### src/rtl/sprite_ram_loader_if.sv
// Token stream and sprite RAM write port of the sprite loader.
// The loader uses the slave view; the token source / RAM side uses master.
interface sprite_ram_loader_if #(
  parameter int unsigned PIXEL_W = 24,
  parameter int unsigned ADDR_W  = 19,
  parameter int unsigned RUN_W   = 8
);
  logic               tok_valid;
  logic               tok_ready;
  logic [RUN_W-1:0]   tok_run;
  logic [PIXEL_W-1:0] tok_color;
  logic [ADDR_W-1:0]  write_address;
  logic [PIXEL_W-1:0] data_in;
  logic               we;

  modport master (
    output tok_valid, tok_run, tok_color,
    input  tok_ready, write_address, data_in, we
  );

  modport slave (
    input  tok_valid, tok_run, tok_color,
    output tok_ready, write_address, data_in, we
  );
endinterface

### src/rtl/sprite_ram_loader.sv
// Expands a run-length pixel token stream into row-major single-pixel writes
// filling one IMAGE_WIDTH x IMAGE_HEIGHT sprite per start; reports done or err.
module sprite_ram_loader #(
  parameter int unsigned IMAGE_WIDTH  = 50,
  parameter int unsigned IMAGE_HEIGHT = 44,
  parameter int unsigned PIXEL_W      = 24,
  parameter int unsigned ADDR_W       = 19,
  parameter int unsigned RUN_W        = 8,
  parameter int unsigned BASE_ADDR    = 0
) (
  input  logic                Clk,
  input  logic                Reset,
  input  logic                start,
  input  logic                abort,
  sprite_ram_loader_if.slave  bus,
  output logic                busy,
  output logic                done,
  output logic                err,
  output logic [9:0]          row,
  output logic [9:0]          col
);

  localparam int unsigned       TOTAL    = IMAGE_WIDTH * IMAGE_HEIGHT;
  localparam logic [ADDR_W-1:0] LAST_POS = ADDR_W'(TOTAL - 1);
  localparam logic [ADDR_W-1:0] BASE     = ADDR_W'(BASE_ADDR);
  localparam logic [9:0]        LAST_COL = 10'(IMAGE_WIDTH - 1);

  typedef enum logic [2:0] {
    S_IDLE,
    S_ACCEPT,
    S_EXPAND,
    S_DONE,
    S_ERROR
  } state_t;

  state_t             state, state_n;
  logic [ADDR_W-1:0]  pos, pos_n;
  logic [RUN_W-1:0]   remaining, remaining_n;
  logic [PIXEL_W-1:0] color, color_n;
  logic [9:0]         row_n, col_n;
  logic               err_n;
  logic [ADDR_W-1:0]  waddr_q, waddr_n;
  logic [PIXEL_W-1:0] wdata_q, wdata_n;
  logic               tok_ready_q;
  logic               we_q;

  assign bus.tok_ready     = tok_ready_q;
  assign bus.we            = we_q;
  assign bus.write_address = waddr_q;
  assign bus.data_in       = wdata_q;

  // Next-state and datapath update; abort overrides every state.
  always_comb begin
    state_n     = state;
    pos_n       = pos;
    remaining_n = remaining;
    color_n     = color;
    row_n       = row;
    col_n       = col;
    err_n       = err;

    if (abort) begin
      state_n = S_IDLE;
    end else begin
      case (state)
        S_IDLE: begin
          if (start) begin
            state_n = S_ACCEPT;
            pos_n   = '0;
            row_n   = '0;
            col_n   = '0;
            err_n   = 1'b0;
          end
        end

        S_ACCEPT: begin
          if (bus.tok_valid && tok_ready_q) begin
            remaining_n = bus.tok_run;
            color_n     = bus.tok_color;
            if (bus.tok_run == '0) begin
              state_n = S_ERROR;
              err_n   = 1'b1;
            end else begin
              state_n = S_EXPAND;
            end
          end
        end

        S_EXPAND: begin
          pos_n       = pos + ADDR_W'(1);
          remaining_n = remaining - RUN_W'(1);
          if (col == LAST_COL) begin
            col_n = '0;
            row_n = row + 10'd1;
          end else begin
            col_n = col + 10'd1;
          end
          // Last pixel slot of the sprite: exact fit finishes, anything more overflows.
          if (pos == LAST_POS) begin
            if (remaining == RUN_W'(1)) begin
              state_n = S_DONE;
            end else begin
              state_n = S_ERROR;
              err_n   = 1'b1;
            end
          end else if (remaining == RUN_W'(1)) begin
            state_n = S_ACCEPT;
          end
        end

        S_DONE:  state_n = S_IDLE;
        S_ERROR: state_n = S_IDLE;
        default: state_n = S_IDLE;
      endcase
    end

    // Write port only moves when a write is scheduled, so it never leaves the sprite.
    waddr_n = waddr_q;
    wdata_n = wdata_q;
    if (state_n == S_EXPAND) begin
      waddr_n = BASE + pos_n;
      wdata_n = color_n;
    end
  end

  // State, datapath and registered outputs decoded from the next state.
  always_ff @(posedge Clk or negedge Reset) begin
    if (!Reset) begin
      state       <= S_IDLE;
      pos         <= '0;
      remaining   <= '0;
      color       <= '0;
      row         <= '0;
      col         <= '0;
      err         <= 1'b0;
      tok_ready_q <= 1'b0;
      we_q        <= 1'b0;
      busy        <= 1'b0;
      done        <= 1'b0;
      waddr_q     <= BASE;
      wdata_q     <= '0;
    end else begin
      state       <= state_n;
      pos         <= pos_n;
      remaining   <= remaining_n;
      color       <= color_n;
      row         <= row_n;
      col         <= col_n;
      err         <= err_n;
      tok_ready_q <= (state_n == S_ACCEPT);
      we_q        <= (state_n == S_EXPAND);
      busy        <= (state_n != S_IDLE);
      done        <= (state_n == S_DONE);
      waddr_q     <= waddr_n;
      wdata_q     <= wdata_n;
    end
  end

endmodule

### src/flat_wrapper.sv
// flat-port wrapper written by rule: the top's interface ports become plain ports
module sprite_ram_loader_flat 
#(
  parameter int unsigned IMAGE_WIDTH  = 50,
  parameter int unsigned IMAGE_HEIGHT = 44,
  parameter int unsigned PIXEL_W      = 24,
  parameter int unsigned ADDR_W       = 19,
  parameter int unsigned RUN_W        = 8,
  parameter int unsigned BASE_ADDR    = 0
)
  (Clk, Reset, start, abort, busy, done, err, row, col, bus_tok_valid, bus_tok_run, bus_tok_color, bus_tok_ready, bus_write_address, bus_data_in, bus_we);
  sprite_ram_loader_if #(.PIXEL_W(PIXEL_W), .ADDR_W(ADDR_W), .RUN_W(RUN_W)) bus_i ();
  input  logic Clk;
  input  logic Reset;
  input  logic start;
  input  logic abort;
  output logic busy;
  output logic done;
  output logic err;
  output logic [9:0] row;
  output logic [9:0] col;
  input wire logic [$bits(bus_i.tok_valid)-1:0] bus_tok_valid;
  input wire logic [$bits(bus_i.tok_run)-1:0] bus_tok_run;
  input wire logic [$bits(bus_i.tok_color)-1:0] bus_tok_color;
  output wire logic [$bits(bus_i.tok_ready)-1:0] bus_tok_ready;
  output wire logic [$bits(bus_i.write_address)-1:0] bus_write_address;
  output wire logic [$bits(bus_i.data_in)-1:0] bus_data_in;
  output wire logic [$bits(bus_i.we)-1:0] bus_we;
  assign bus_i.tok_valid = bus_tok_valid;
  assign bus_i.tok_run = bus_tok_run;
  assign bus_i.tok_color = bus_tok_color;
  assign bus_tok_ready = bus_i.tok_ready;
  assign bus_write_address = bus_i.write_address;
  assign bus_data_in = bus_i.data_in;
  assign bus_we = bus_i.we;
  sprite_ram_loader #(.IMAGE_WIDTH(IMAGE_WIDTH), .IMAGE_HEIGHT(IMAGE_HEIGHT), .PIXEL_W(PIXEL_W), .ADDR_W(ADDR_W), .RUN_W(RUN_W), .BASE_ADDR(BASE_ADDR)) u_core (.Clk(Clk), .Reset(Reset), .start(start), .abort(abort), .bus(bus_i), .busy(busy), .done(done), .err(err), .row(row), .col(col));
endmodule
### config.mk
export PLATFORM = sky130hd
export DESIGN_NAME = sprite_ram_loader_flat
export DESIGN_NICKNAME = d
export VERILOG_FILES = /design/src/rtl/sprite_ram_loader_if.sv /design/src/rtl/sprite_ram_loader.sv /design/src/flat_wrapper.sv
export SDC_FILE = /design/constraint.sdc
export NUM_CORES = 1
export LEC_CHECK = 0
export ABC_AREA = 1
export BUFFER_PORTS_ARGS = -buffer_cell sky130_fd_sc_hd__buf_2
export CORE_MARGIN = 3
export CORE_UTILIZATION = 56
export CTS_CLUSTER_SIZE = 20
export DETAILED_ROUTE_END_ITERATION = 8
export PLACE_DENSITY = 0.8
export RECOVER_POWER = 100
export SYNTH_ARGS = -nofsm -noshare
export SYNTH_HDL_FRONTEND = slang
export SYNTH_SLANG_ARGS = --single-unit
### constraint.sdc
create_clock -name Clk -period 2.15 [get_ports Clk]
set_clock_uncertainty 0.15 [all_clocks]
set_input_delay 0.215 -clock Clk [delete_from_list [all_inputs] [get_ports Clk]]
set_output_delay 0.215 -clock Clk [all_outputs]
set_load 0.005 [all_outputs]
* Word level (Yosys, flattened, before mapping)
Index checks and enable logic that the tools add are counted.
** Storage, ports and cells
- Output and inout port bits :: 68
- Flip-flop bits (word level) :: 122
- Input port bits :: 37
** Operators by class
- Equal/unequal tests :: 14
- Bitwise logic cells :: 1
- Reduce and logical (&&, ||, !) cells :: 11
- Add/sub/neg operators :: 4
- Muxes and demuxes :: 27
** Operators by type and width (count)
- $mux 24 :: 3
- $pmux 10 s2 :: 2
- $mux 19 :: 2
- $pmux 19 s2 :: 1
- $mux 10 :: 3
- $mux 3 :: 7
- $add 10x1->10 const B :: 2
- $add 19x1->19 const B :: 1
- $eq 19x12->1 const B :: 1
- $pmux 8 s2 :: 1
- $eq 10x6->1 const B :: 1
- $eq 3x2->1 const B :: 3
- $pmux 3 s3 :: 1
- $eq 8x1->1 const B :: 1
- $logic_not 8->1 :: 1
- $mux 8 :: 1
- $ne 2x1->1 const B :: 4
- $sub 8x1->8 const B :: 1
- $reduce_and 7->1 :: 1
- $eq 3x1->1 const B :: 2
- $reduce_and 3->1 :: 2
- $reduce_bool 3->1 :: 2
- $mux 1 :: 5
- $ne 2x2->1 const B :: 2
- 6 further kinds :: 7

* Logic depth before layout (Yosys ltp)
Gate-level depths: netlist of the first run.
- Depth in word-level cells :: 6
- Mapped depth :: 13

* Worst setup path after synthesis of the first run
Ideal clock, no wire load.
- Path kind :: register to register
- Start :: register u_core.col[1]
- End :: register u_core.col[3]
- Data arrival time :: 1.571 ns
- Data required time :: 1.866 ns
- Cell stages (with the launch flop) :: 9
- Slack :: 0.296 ns
- Cell sequence :: dfrtp_1 -> inv_1 -> ha_1 -> nor3b_1 -> nor3b_1 -> nor2_1 -> nor2_4 -> buf_2 -> nor3b_1
** On the way
- Longest elaborated chain between the ends :: 3
- Elaborated cells between the ends (all ways) :: 4
- Classes of those cells :: add/sub (1); eq/ne (1); mux (2)
** Ends and longest elaborated chain
- start: declaration :: RTL line sprite_ram_loader.sv:20 : output logic [9:0] col
- start signal: assignment :: RTL line sprite_ram_loader.sv:148 : col <= col_n;
- $add 10x1->10 or $eq 10x6->1 (tied branches) :: RTL line sprite_ram_loader.sv:96, sprite_ram_loader.sv:92
- $mux 10 * :: RTL line sprite_ram_loader.sv:92 : if (col == LAST_COL) begin
- $pmux 10 s2 * :: RTL line sprite_ram_loader.sv:65 : case (state)
Every way passes the cells marked *; elsewhere a longest branch is shown, timed or not.
A chain may end at the register's enable or synchronous reset.

* Worst setup path in the final report of the first run
- Start :: register u_core.pos[1]
- End :: register u_core.wdata_q[20] (netlist: u_core.bus.data_in[20])
** On the way
- Longest elaborated chain between the ends :: 5
** Ends and longest elaborated chain
- start: declaration :: RTL line sprite_ram_loader.sv:37 : logic [ADDR_W-1:0] pos, pos_n;
- start signal: assignment :: RTL line sprite_ram_loader.sv:144 : pos <= pos_n;
- $eq 19x12->1 :: RTL line sprite_ram_loader.sv:99 : if (pos == LAST_POS) begin
- $mux 3 :: RTL line sprite_ram_loader.sv:99
- $pmux 3 s3 :: RTL line sprite_ram_loader.sv:65
- $mux 3 :: RTL line sprite_ram_loader.sv:62 : if (abort) begin
- $eq 3x2->1 :: RTL line sprite_ram_loader.sv:120 : if (state_n == S_EXPAND) begin
- end signal: assignment :: RTL line sprite_ram_loader.sv:155 : wdata_q <= wdata_n;
- end: declaration :: RTL line sprite_ram_loader.sv:43 : logic [PIXEL_W-1:0] wdata_q, wdata_n;
Every way passes these cells.

==> impl_metrics.csv, run 1 <==
group,metric,value,unit
floorplanning,initial_core_util,58.0,%
floorplanning,die_x,110,um
finish,seqCellArea,3050,um^2
placement,placed_area,6780,um^2
drt,totalWireLength,18.0,mm
hold_path,holdCritStartpoint,"bus_tok_valid",
sta,hold_violations,0,
grt,grt_first_pass_wirelength,26.8,mm
critical_path,required,2.41,ns
sta,hold_ws,0.0503,ns
finish,final_area,7960,um^2
critical_path,cp.arrival,2.44,ns
critical_path,crit_chain,"ha_4 -> nand2_2 -> inv_2 -> nand3_4 -> nor2_4 -> nand2_1 -> nand2_1 -> nand3_2 -> nand2_4 -> nand3_4 -> clkbuf_16 -> nand2_2 -> nand2_1",
power,power_density,822,nW/um^2
drt,firstDrtPassIters,6,
floorplanning,dieArea,12100,um^2
finish,antennaDiodeCount,0,
sta,min_period_over_period,101,%
clock_tree,numCtsBuffers,17,
sta,relSlewSlack,37.1,%
sta,period_needed,2.17,ns
power,finalPower,6.54,mW
run,maxCapViolCount,0,
floorplanning,placementRows,37,
logic_synthesis,yosysTopAreaCellShare,50.5,%
floorplanning,io_pins,105,
grt,grt-ovfl-total,0,
logic_synthesis,ys_types,38,
drt,via_count,5998,
logic_synthesis,synth_ff_type,"dfrtp_1",
critical_path,critPathTopFamily,"simple AND/OR/NAND/NOR gates",
grt,grt_pass1_vias,5671,
critical_path,worst-path-buf-inv,2,
drt,drtIter0Drc,495,
critical_path,start_kind,"flip-flop",
critical_path,timing.rr.start,"u_core.pos[1]",
placement,io_buffers,104,
sta,rsz0062_at_grt,"yes",
finish,nets,961,
logic_synthesis,netlist_top_cells_count,"nand2_1, dfrtp_1, inv_1",
logic_synthesis,async_flop_share,100,%
placement,place_congestion,0.882,
logic_synthesis,synth_compound_area_share,8.64,%
critical_path,regToRegEndpoint,"u_core.bus.data_in[20]",
floorplanning,core,10400,um^2
clock_tree,clk_pin_slew,0.06,ns
logic_synthesis,muxShareOfSynthArea,0,%
sta,setup_ws,-0.0231,ns
finish,fill_cells,729,
clock_tree,clk_latency,0.53,ns
logic_synthesis,synth.most_common_cell,"nand2_1",
hold_path,holdPathEnd,"u_core.state[2]",
clock_tree,root_buffer,"clkbuf_8",
logic_synthesis,yosysWarnings,0,
hold_path,hold_class,"in2reg",
drt,ant_nets,0,
drt,drc_errors,0,
critical_path,critPathMaxFanout,8,
logic_synthesis,yosysSeqAreaShare,50.5,%
logic_synthesis,syn_avg_cell_area,7.89,um^2
power,max-vdd-ir-drop,0.662,mV
logic_synthesis,synth_xor_area_share,1.02,%
placement,placed_cells,991,
finish,drive_gt1_share,19.4,%
hold_path,min_path_cells,5,
drt,via_per_inst,5.62,
finish,stdcell_count,1067,
critical_path,critPathMaxStageDelay,0.43,ns
grt,grt_max_degree,69,
critical_path,crit_top_cell,"nand2_1",
sta,finalSetupViolations,8,
finish,multi_input_area,2610,um^2
logic_synthesis,synth_edf_count,0,
logic_synthesis,synth_seq_cells,122,
status,failed_checks,"negative setup slack",
critical_path,worst_path_max_delay_cell,"dfrtp_1",
critical_path,crit_type,"reg2reg",
power,leakage,4.04,nW
finish,final_core_util,76.4,%
logic_synthesis,ys_top_cells_by_area,"dfrtp_1, nand2_1, nand4_1",
status,status,"complete, but fails checks",
logic_synthesis,synthCells,765,
logic_synthesis,synth_top_family_by_area,"simple AND/OR/NAND/NOR gates",
logic_synthesis,synthAdderAreaFrac,1.24,%
logic_synthesis,synth-simple-area-share,29.5,%
grt,antenna_found_initial,0,
critical_path,endpoint_kind,"flip-flop",
logic_synthesis,syn_area,6040,um^2
sta,worstMarginPinSlew,0.944,ns
logic_synthesis,synth_nets,808,
critical_path,r2r_slack,-0.02,ns
drt,post_drt_wl_per_cell,16.8,um
finish,syn_to_final_growth,31.8,%
sta,finalMaxSlewViolations,0,
floorplanning,die_h,110,um
clock_tree,cts.sink_count,122,
clock_tree,clockBufferDepth,2,
grt,grt_util_all_layers,28.5,%
clock_tree,cts_tree,"yes",
clock_tree,htreeDepth,4,
logic_synthesis,yosys.area.top_type,"dfrtp_1",
sta,fmax,460,MHz
critical_path,r2r_cells,13,
placement,hpwl,10.5,mm
-- worst reg2reg max path: stages (launching register included) --
cell and delay (ns):
dfrtp_1 0.43, ha_4 0.18, nand2_2 0.06, inv_2 0.07
nand3_4 0.09, nor2_4 0.14, nand2_1 0.07, nand2_1 0.08
nand3_2 0.09, nand2_4 0.13, nand3_4 0.19, clkbuf_16 0.27
nand2_2 0.06, nand2_1 0.05
-- report_power, final --
part | leakage, nW | switching (mW) | internal (mW)
Clock | 0.286 | 1.10 | 1.76
Sequential | 1.65 | 0.176 | 2.57
Combinational | 2.11 | 0.572 | 0.369
Total | 4.04 | 1.85 | 4.70
-- per-stage QoR --
| step | setup WS, ns | TNS, ns |
|---|---|---|
| final | -0.0231 | -0.0915 |
| after global routing | -0.153 | -7.43 |
| after CTS | 0.0857 | 0 |
| after detailed placement | 0.123 | 0 |
| after global placement | 0.166 | 0 |
| after floorplan | 0.296 | 0 |
-- final cells by class --
cell class              instances  area share [%]
flip-flops and latches        122            38.3
inverters                     101            4.79
well taps                     136            2.14
clock inverters                12            1.74
clock buffers                  20            5.72
repair buffers                165            14.5
multi-input cells             511            32.8
-- cell usage in the layout (no fill, tap or decap), drive strengths merged, types with 2 or more instances in the layout --
cell type,Yosys,final
xor2,7,7
o22ai,3,3
nor2,61,61
buf,24,77
ha,6,6
a211oi,2,2
clkinv,2,6
o21bai,3,3
nor4,2,2
nand3,36,36
inv,99,102
nand2,232,232
nand4,56,56
nor3b,3,3
nor3,9,9
clkbuf,7,74
dfrtp,122,122
a21oi,17,17
bufinv,0,2
clkinvlp,0,3
dlygate4sd3,0,34
a31oi,2,2
o21ai,65,65
-- what timing repair did --
| action | 4_1_cts | 5_1_grt |
|---|---|---|
| resized for setup | 0 | 56 |
| setup endpoints to repair | 0 | 47 |
| hold buffers | 34 | 0 |
| endpoints found under the hold margin | 177 | 0 |
| buffers inserted | 0 | 4 |
-- cell families (layout without fill, tap and decap cells) --
group / Yosys count / count (layout)
AND/OR/NAND/NOR: 402 / 402
flip-flops: 122 / 122
AO/OA/AOI/OAI: 96 / 96
XOR/XNOR: 7 / 7
adder cells (fa/ha/maj): 6 / 6
buffers and inverters: 132 / 298
-- routing by layer --
metal  GRT usage, %  vias to the layer above  wire length (um)
li1               -                     2787                 -
met3           7.34                       48              1240
met5              0                        -                 0
met2           46.9                      264              9010
met4           12.5                        0               433
met1           35.5                     2899              7280
-- state kept, by name (all words and copies together) (netlist names) --
name / count
u_core.done: 1
u_core.state: 3
u_core.bus.data_in: 24
u_core.busy: 1
u_core.col: 10
u_core.pos: 19
u_core.bus.we: 1
u_core.color: 24
u_core.remaining: 8
u_core.err: 1
u_core.row: 10
u_core.bus.tok_ready: 1
u_core.bus.write_address: 19
-- worst max path at each step --
| stage | startpoint | endpoint | cells past startpoint |
|---|---|---|---|
| after floorplan | u_core.col[1] | u_core.col[3] | 8 |
| after global placement | u_core.remaining[1] | u_core.bus.write_address[16] | 11 |
| after detailed placement | u_core.remaining[1] | u_core.bus.write_address[3] | 11 |
| after CTS | u_core.remaining[1] | u_core.bus.write_address[3] | 11 |
| after global routing | u_core.pos[1] | u_core.bus.write_address[2] | 13 |
| final | u_core.pos[1] | u_core.bus.data_in[20] | 13 |
Power figures use the tool's default switching activity.
==> inputs of run 2 (changes only) <==
--- a/config.mk
+++ b/config.mk
@@ -8,10 +8,11 @@
 export ABC_AREA = 1
 export BUFFER_PORTS_ARGS = -buffer_cell sky130_fd_sc_hd__buf_2
 export CORE_MARGIN = 3
-export CORE_UTILIZATION = 56
+export CORE_UTILIZATION = 58
+export CTS_BUF_LIST = sky130_fd_sc_hd__clkbuf_4
 export CTS_CLUSTER_SIZE = 20
 export DETAILED_ROUTE_END_ITERATION = 8
-export PLACE_DENSITY = 0.8
+export PLACE_DENSITY = 0.82
 export RECOVER_POWER = 100
 export SYNTH_ARGS = -nofsm -noshare
 export SYNTH_HDL_FRONTEND = slang
==> run 2 against run 1 <==
The run now ends clean; core utilization about the same; sequential power about the same; clock power down 41%; combinational power down 5.1%; first-iteration DRC count down 9.3%; maximum frequency up 1.6%; sequential share of layout area up 1.8 points; worst setup slack better by 0.035 ns; largest power group is now registers.
==> impl_metrics.csv, run 2 (synthesized netlist as in run 1, its figures left out) <==
group,metric,value,unit
status,status,"completed",
grt,grt_first_pass_wirelength,27.2,mm
floorplanning,core,9950,um^2
drt,firstDrtPassIters,8,
critical_path,endpoint_kind,"flip-flop",
drt,post_drt_wl_per_cell,16.1,um
floorplanning,die_x,108,um
critical_path,crit_start,"u_core.pos[1]",
drt,drtIter0Drc,449,
sta,min_period_over_period,99.5,%
grt,met2_usage,50.1,%
sta,period_needed,2.14,ns
critical_path,required,2.45,ns
drt,drc_errors,0,
drt,via_per_inst,5.56,
finish,drive_gt1_share,21.4,%
critical_path,regToRegEndpoint,"u_core.bus.write_address[6]",
finish,mostFrequentLayoutCell,"nand2_1",
power,power_density,699,nW/um^2
floorplanning,initial_core_util,60.7,%
finish,stdcell_count,1066,
critical_path,cp.arrival,2.43,ns
grt,grt-ovfl-total,0,
grt,met3_usage,8.18,%
grt,antenna_found_initial,0,
critical_path,timing.rr.start,"u_core.pos[1]",
floorplanning,placementRows,36,
critical_path,start_kind,"flip-flop",
critical_path,r2r_slack,0.01,ns
finish,layout_common_cells,"nand2_1, dfrtp_1, inv_1, buf_2, nand4_1",
grt,use_met1,36.6,%
run,maxCapViolCount,0,
drt,via_count,5928,
placement,hpwl,10.9,mm
critical_path,critPathMaxFanout,12,
sta,relSlewSlack,32.6,%
sta,fmax,468,MHz
critical_path,cp-endpoint,"u_core.bus.write_address[6]",
clock_tree,htreeDepth,4,
power,max-vdd-ir-drop,0.626,mV
finish,syn_to_final_growth,25.9,%
clock_tree,numCtsBuffers,17,
power,leakage,4.01,nW
sta,hold_violations,0,
grt,grt_max_degree,49,
sta,finalMaxSlewViolations,0,
floorplanning,die_h,108,um
grt,grt_util_all_layers,29.8,%
sta,finalSetupViolations,0,
grt,grt_pass1_vias,5762,
floorplanning,dieArea,11700,um^2
placement,io_buffers,104,
critical_path,r2r_cells,13,
sta,worstMarginPinSlew,1.01,ns
critical_path,critPathMaxStageDelay,0.43,ns
critical_path,worst_path_max_delay_cell,"dfrtp_1",
clock_tree,cts_tree,"yes",
drt,totalWireLength,17.1,mm
finish,antennaDiodeCount,0,
placement,place_congestion,0.972,
clock_tree,clk_latency,0.54,ns
finish,nets,964,
placement,placed_cells,992,
clock_tree,cts.sink_count,122,
critical_path,crit_chain,"ha_2 -> nand2_2 -> inv_2 -> nand3_4 -> nor2_4 -> buf_4 -> nand3_2 -> nand3_2 -> nand2_4 -> nand3_4 -> clkbuf_16 -> nand2_1 -> nand2_1",
grt,busiest_layer,"met2",
floorplanning,io_pins,105,
clock_tree,root_buffer,"clkbuf_4",
clock_tree,clockBufferDepth,2,
clock_tree,clk_pin_slew,0.12,ns
finish,final_core_util,76.4,%
sta,rsz0062_at_grt,"yes",
critical_path,crit_type,"reg2reg",
hold_path,hold_class,"in2async",
drt,ant_nets,0,
-- run 2: cell types whose count changed in the layout (fill, tap and decap cells not counted), moves of 7 or more --
cell and change:
clkbuf_4 +18, clkbuf_1 -27, clkbuf_16 -18, buf_2 +27
nand2_1 +11, nand2_4 -7
-- run 2: how the worst min path moves through the flow --
stage	slack [ns]	cells past startpoint	endpoint
floorplan	-0.23	0	u_core.bus.data_in[0]
global placement	0.1	1	u_core.remaining[0]
detailed placement	0.11	1	u_core.remaining[1]
CTS	0.06	2	u_core.pos[0]
global route	0.28	2	u_core.pos[0]
finish	0.23	2	u_core.pos[0]
-- run 2: area by class of cell --
cell class / instances / area, um^2
clock buffers: 19 / 143
clock inverters: 12 / 151
fillers: 722 / 2350
inverters: 101 / 384
multi-input cells: 511 / 2550
flip-flops and latches: 122 / 3050
well taps: 133 / 166
repair buffers: 168 / 1150
-- run 2: per-stage QoR --
| step | power, mW | TNS [ns] | worst slack (ns) | hold slack, ns | cell area (um^2) |
|---|---|---|---|---|---|
| 2_1_floorplan | 3.20 | 0 | 0.296 | -0.231 | 6040 |
| 3_3_place_gp | 3.51 | 0 | 0.0659 | 0.0979 | 6810 |
| 3_5_place_dp | 3.56 | 0 | 0.0146 | 0.106 | 6810 |
| 4_1_cts | 5.29 | 0 | 0.0182 | 0.0619 | 7470 |
| 5_1_grt | 5.61 | -1.61 | -0.0585 | 0.276 | 7610 |
| 6_report | 5.32 | 0 | 0.0115 | 0.227 | 7610 |
-- run 2: metal layers --
metal  vias up  wire length, um
met5         -                0
met4         0              446
met3        51             1340
met2       304             8490
met1      2770             6870
li1       2803                -
-- run 2: timing repair --
item	4_1_cts	5_1_grt
pin swaps	0	7
buffers inserted	0	5
resized for setup	1	43
gates cloned	0	2
hold buffers	36	0
endpoints found under the hold margin	184	0
endpoints found under the setup margin	1	53
-- run 2: critical path, delay by kind of cell (launching register included) --
family / cells / cell delay (ns)
AND/OR/NAND/NOR: 9 / 0.82
buffers and inverters: 3 / 0.42
adder cells (fa/ha/maj): 1 / 0.21
flip-flops: 1 / 0.43
-- run 2: power by group --
group          internal (mW)  switching [mW]  leakage (nW)
clock network          0.819           0.873         0.150
registers               2.57           0.168          1.65
logic                  0.347           0.545          2.21
==> inputs of run 3 (changes only) <==
--- a/config.mk
+++ b/config.mk
@@ -7,13 +7,15 @@
 export LEC_CHECK = 0
 export ABC_AREA = 1
 export BUFFER_PORTS_ARGS = -buffer_cell sky130_fd_sc_hd__buf_2
+export CAP_MARGIN = 20
 export CORE_MARGIN = 3
 export CORE_UTILIZATION = 58
 export CTS_BUF_LIST = sky130_fd_sc_hd__clkbuf_4
-export CTS_CLUSTER_SIZE = 20
+export CTS_CLUSTER_SIZE = 8
 export DETAILED_ROUTE_END_ITERATION = 8
 export PLACE_DENSITY = 0.82
 export RECOVER_POWER = 100
+export SETUP_SLACK_MARGIN = 0.5
 export SYNTH_ARGS = -nofsm -noshare
 export SYNTH_HDL_FRONTEND = slang
 export SYNTH_SLANG_ARGS = --single-unit
==> run 3 against run 2 <==
Non-clock buffer count increased by 27; worst hold slack got worse by 0.18 ns; combinational power grew 25%; clock power grew 9%; sequential power about the same; cell area increased by 11%; sequential cell count is the same; the run now ends with negative setup slack left; clock-buffer cell count unchanged; critical path depth shrank 3; first-iteration DRC count up 71%; largest power group unchanged; via count rose by 8.8%; routed wire length grew 17%.
==> impl_metrics.csv, run 3 (synthesized netlist as in run 1, its figures left out) <==
group,metric,value,unit
sta,finalSetupViolations,4,
critical_path,timing.rr.start,"u_core.state[0]",
power,p_sw_share,30.4,%
drt,dr_wl_met2,10.0,mm
placement,place_congestion,0.961,
grt,grt_max_degree,50,
floorplanning,die_x,108,um
sta,finalMaxSlewViolations,0,
drt,ant_nets,0,
hold_path,hold_class,"in2reg",
sta,min_period_over_period,102,%
clock_tree,cts.sink_count,122,
placement,hpwl,10.2,mm
power,finalPower,5.70,mW
drt,drc_errors,0,
clock_tree,numCtsBuffers,17,
critical_path,required,2.42,ns
critical_path,endpoint_kind,"flip-flop",
sta,period_needed,2.18,ns
critical_path,r2r_cells,10,
grt,antenna_found_initial,0,
status,failed_checks,"negative setup slack",
clock_tree,clockBufferDepth,2,
floorplanning,initial_core_util,60.7,%
drt,via_per_inst,5.88,
finish,layout_common_cells,"nand2_1, dfrtp_1, inv_1, buf_2, nand4_1",
finish,mostFrequentLayoutCell,"nand2_1",
grt,grt-ovfl-total,0,
clock_tree,htreeDepth,4,
clock_tree,cts_tree,"yes",
hold_path,holdCritStartpoint,"bus_tok_run[1]",
critical_path,cp.arrival,2.45,ns
finish,stdcell_count,1096,
clock_tree,clk_pin_slew,0.12,ns
finish,nets,993,
critical_path,crit_type,"reg2reg",
floorplanning,dieArea,11700,um^2
drt,top_layer,"met4",
power,max-vdd-ir-drop,0.458,mV
power,switchingPower,1.73,mW
drt,wl_met3,1.67,mm
sta,relSlewSlack,34.0,%
critical_path,start_kind,"flip-flop",
floorplanning,core,9950,um^2
hold_path,min_path_cells,6,
critical_path,r2r_slack,-0.03,ns
drt,drtIter0Drc,770,
run,maxCapViolCount,0,
power,p_seq_share,48.1,%
sta,hold_ws,0.0471,ns
floorplanning,die_h,108,um
power,intPower,3.97,mW
grt,grt_first_pass_wirelength,27.6,mm
placement,io_buffers,104,
power,leakage,4.29,nW
finish,drive_gt1_share,29.3,%
placement,placed_cells,984,
sta,rsz0062_at_grt,"yes",
drt,firstDrtPassIters,8,
power,combinationalPowerShare,19.7,%
finish,syn_to_final_growth,40.0,%
critical_path,regToRegEndpoint,"u_core.col[9]",
drt,totalWireLength,20.0,mm
power,clkPwrFrac,32.2,%
sta,setup_ws,-0.0329,ns
drt,met1_length,7.58,mm
floorplanning,placementRows,36,
sta,worstMarginPinSlew,0.990,ns
hold_path,holdPathEnd,"u_core.state[2]",
grt,grt_pass1_vias,5771,
status,status,"complete, but fails checks",
grt,grt_util_all_layers,29.7,%
finish,antennaDiodeCount,0,
clock_tree,clk_latency,0.52,ns
floorplanning,io_pins,105,
placement,place_ws,0.0866,ns
clock_tree,root_buffer,"clkbuf_4",
sta,fmax,458,MHz
critical_path,critPathMaxFanout,12,
drt,via_count,6449,
drt,post_drt_wl_per_cell,18.2,um
power,power_density,674,nW/um^2
sta,hold_violations,0,
==> run 3: what timing repair did <==
| item | in CTS | in global routing |
|---|---|---|
| gates resized for setup | 45 | 147 |
| pin swaps | 8 | 20 |
| setup buffers | 20 | 14 |
| setup endpoints to repair | 114 | 121 |
| cloned | 4 | 7 |
| endpoints found under the hold margin | 180 | 0 |
| hold buffers | 35 | 0 |
==> run 3: worst max-delay path by stage <==
stage | startpoint | end | slack [ns] | depth (start not counted)
4_1_cts | u_core.pos[1] | u_core.bus.write_address[12] | 0.15 | 13
3_5_place_dp | u_core.remaining[1] | u_core.bus.data_in[4] | 0.09 | 12
6_report | u_core.state[0] | u_core.col[9] | -0.03 | 10
5_1_grt | u_core.pos[12] | u_core.bus.data_in[16] | -0.13 | 11
3_3_place_gp | u_core.pos[1] | u_core.bus.write_address[11] | 0.12 | 13
2_1_floorplan | u_core.pos[1] | u_core.bus.write_address[10] | 0.36 | 13
==> run 3: power groups by stage <==
stage          clock network, mW  registers [mW]  logic [mW]
5_1_grt                     1.95            2.76        1.23
2_1_floorplan                  0            2.73       0.489
3_5_place_dp                   0            2.75       0.799
3_3_place_gp                   0            2.74       0.764
6_report                    1.84            2.74        1.12
4_1_cts                     1.83            2.71       0.937
==> run 3: per-stage QoR <==
| step | instance area [um^2] | setup TNS [ns] | utilization [%] |
|---|---|---|---|
| after CTS | 7800 | 0 | 78.3 |
| final | 8450 | -0.0684 | 84.9 |
| after detailed placement | 6790 | 0 | 68.2 |
| after floorplan | 6120 | 0 | - |
| after global routing | 8450 | -3.65 | 84.9 |
| after global placement | 6790 | 0 | 68.2 |
==> run 3: critical path, stage by stage, from the launching register on <==
cell,delay [ns]
dfrtp_1,0.46
inv_2,0.10
nand2_4,0.07
nor2_1,0.32
nand2_4,0.13
nand2_8,0.13
buf_6,0.13
clkinv_8,0.09
nand4_1,0.16
xor2_1,0.28
nor2_4,0.04
==> run 3: final cells by class <==
class,instances,area [um^2]
timing repair buffer,195,1510
sequential,122,3060
clock inverter,13,176
timing repair inverter,1,16.3
clock buffer,19,143
inverter,101,407
tap,133,166
fill,528,1500
multi-input combinational,512,2980
==> run 3: per-layer routing <==
layer  track usage (%)  vias to the layer above
li1                  -                     2853
met1              39.1                     3090
met2              50.4                      427
met3              6.09                       79
met4              8.12                        0
met5                 0                        -
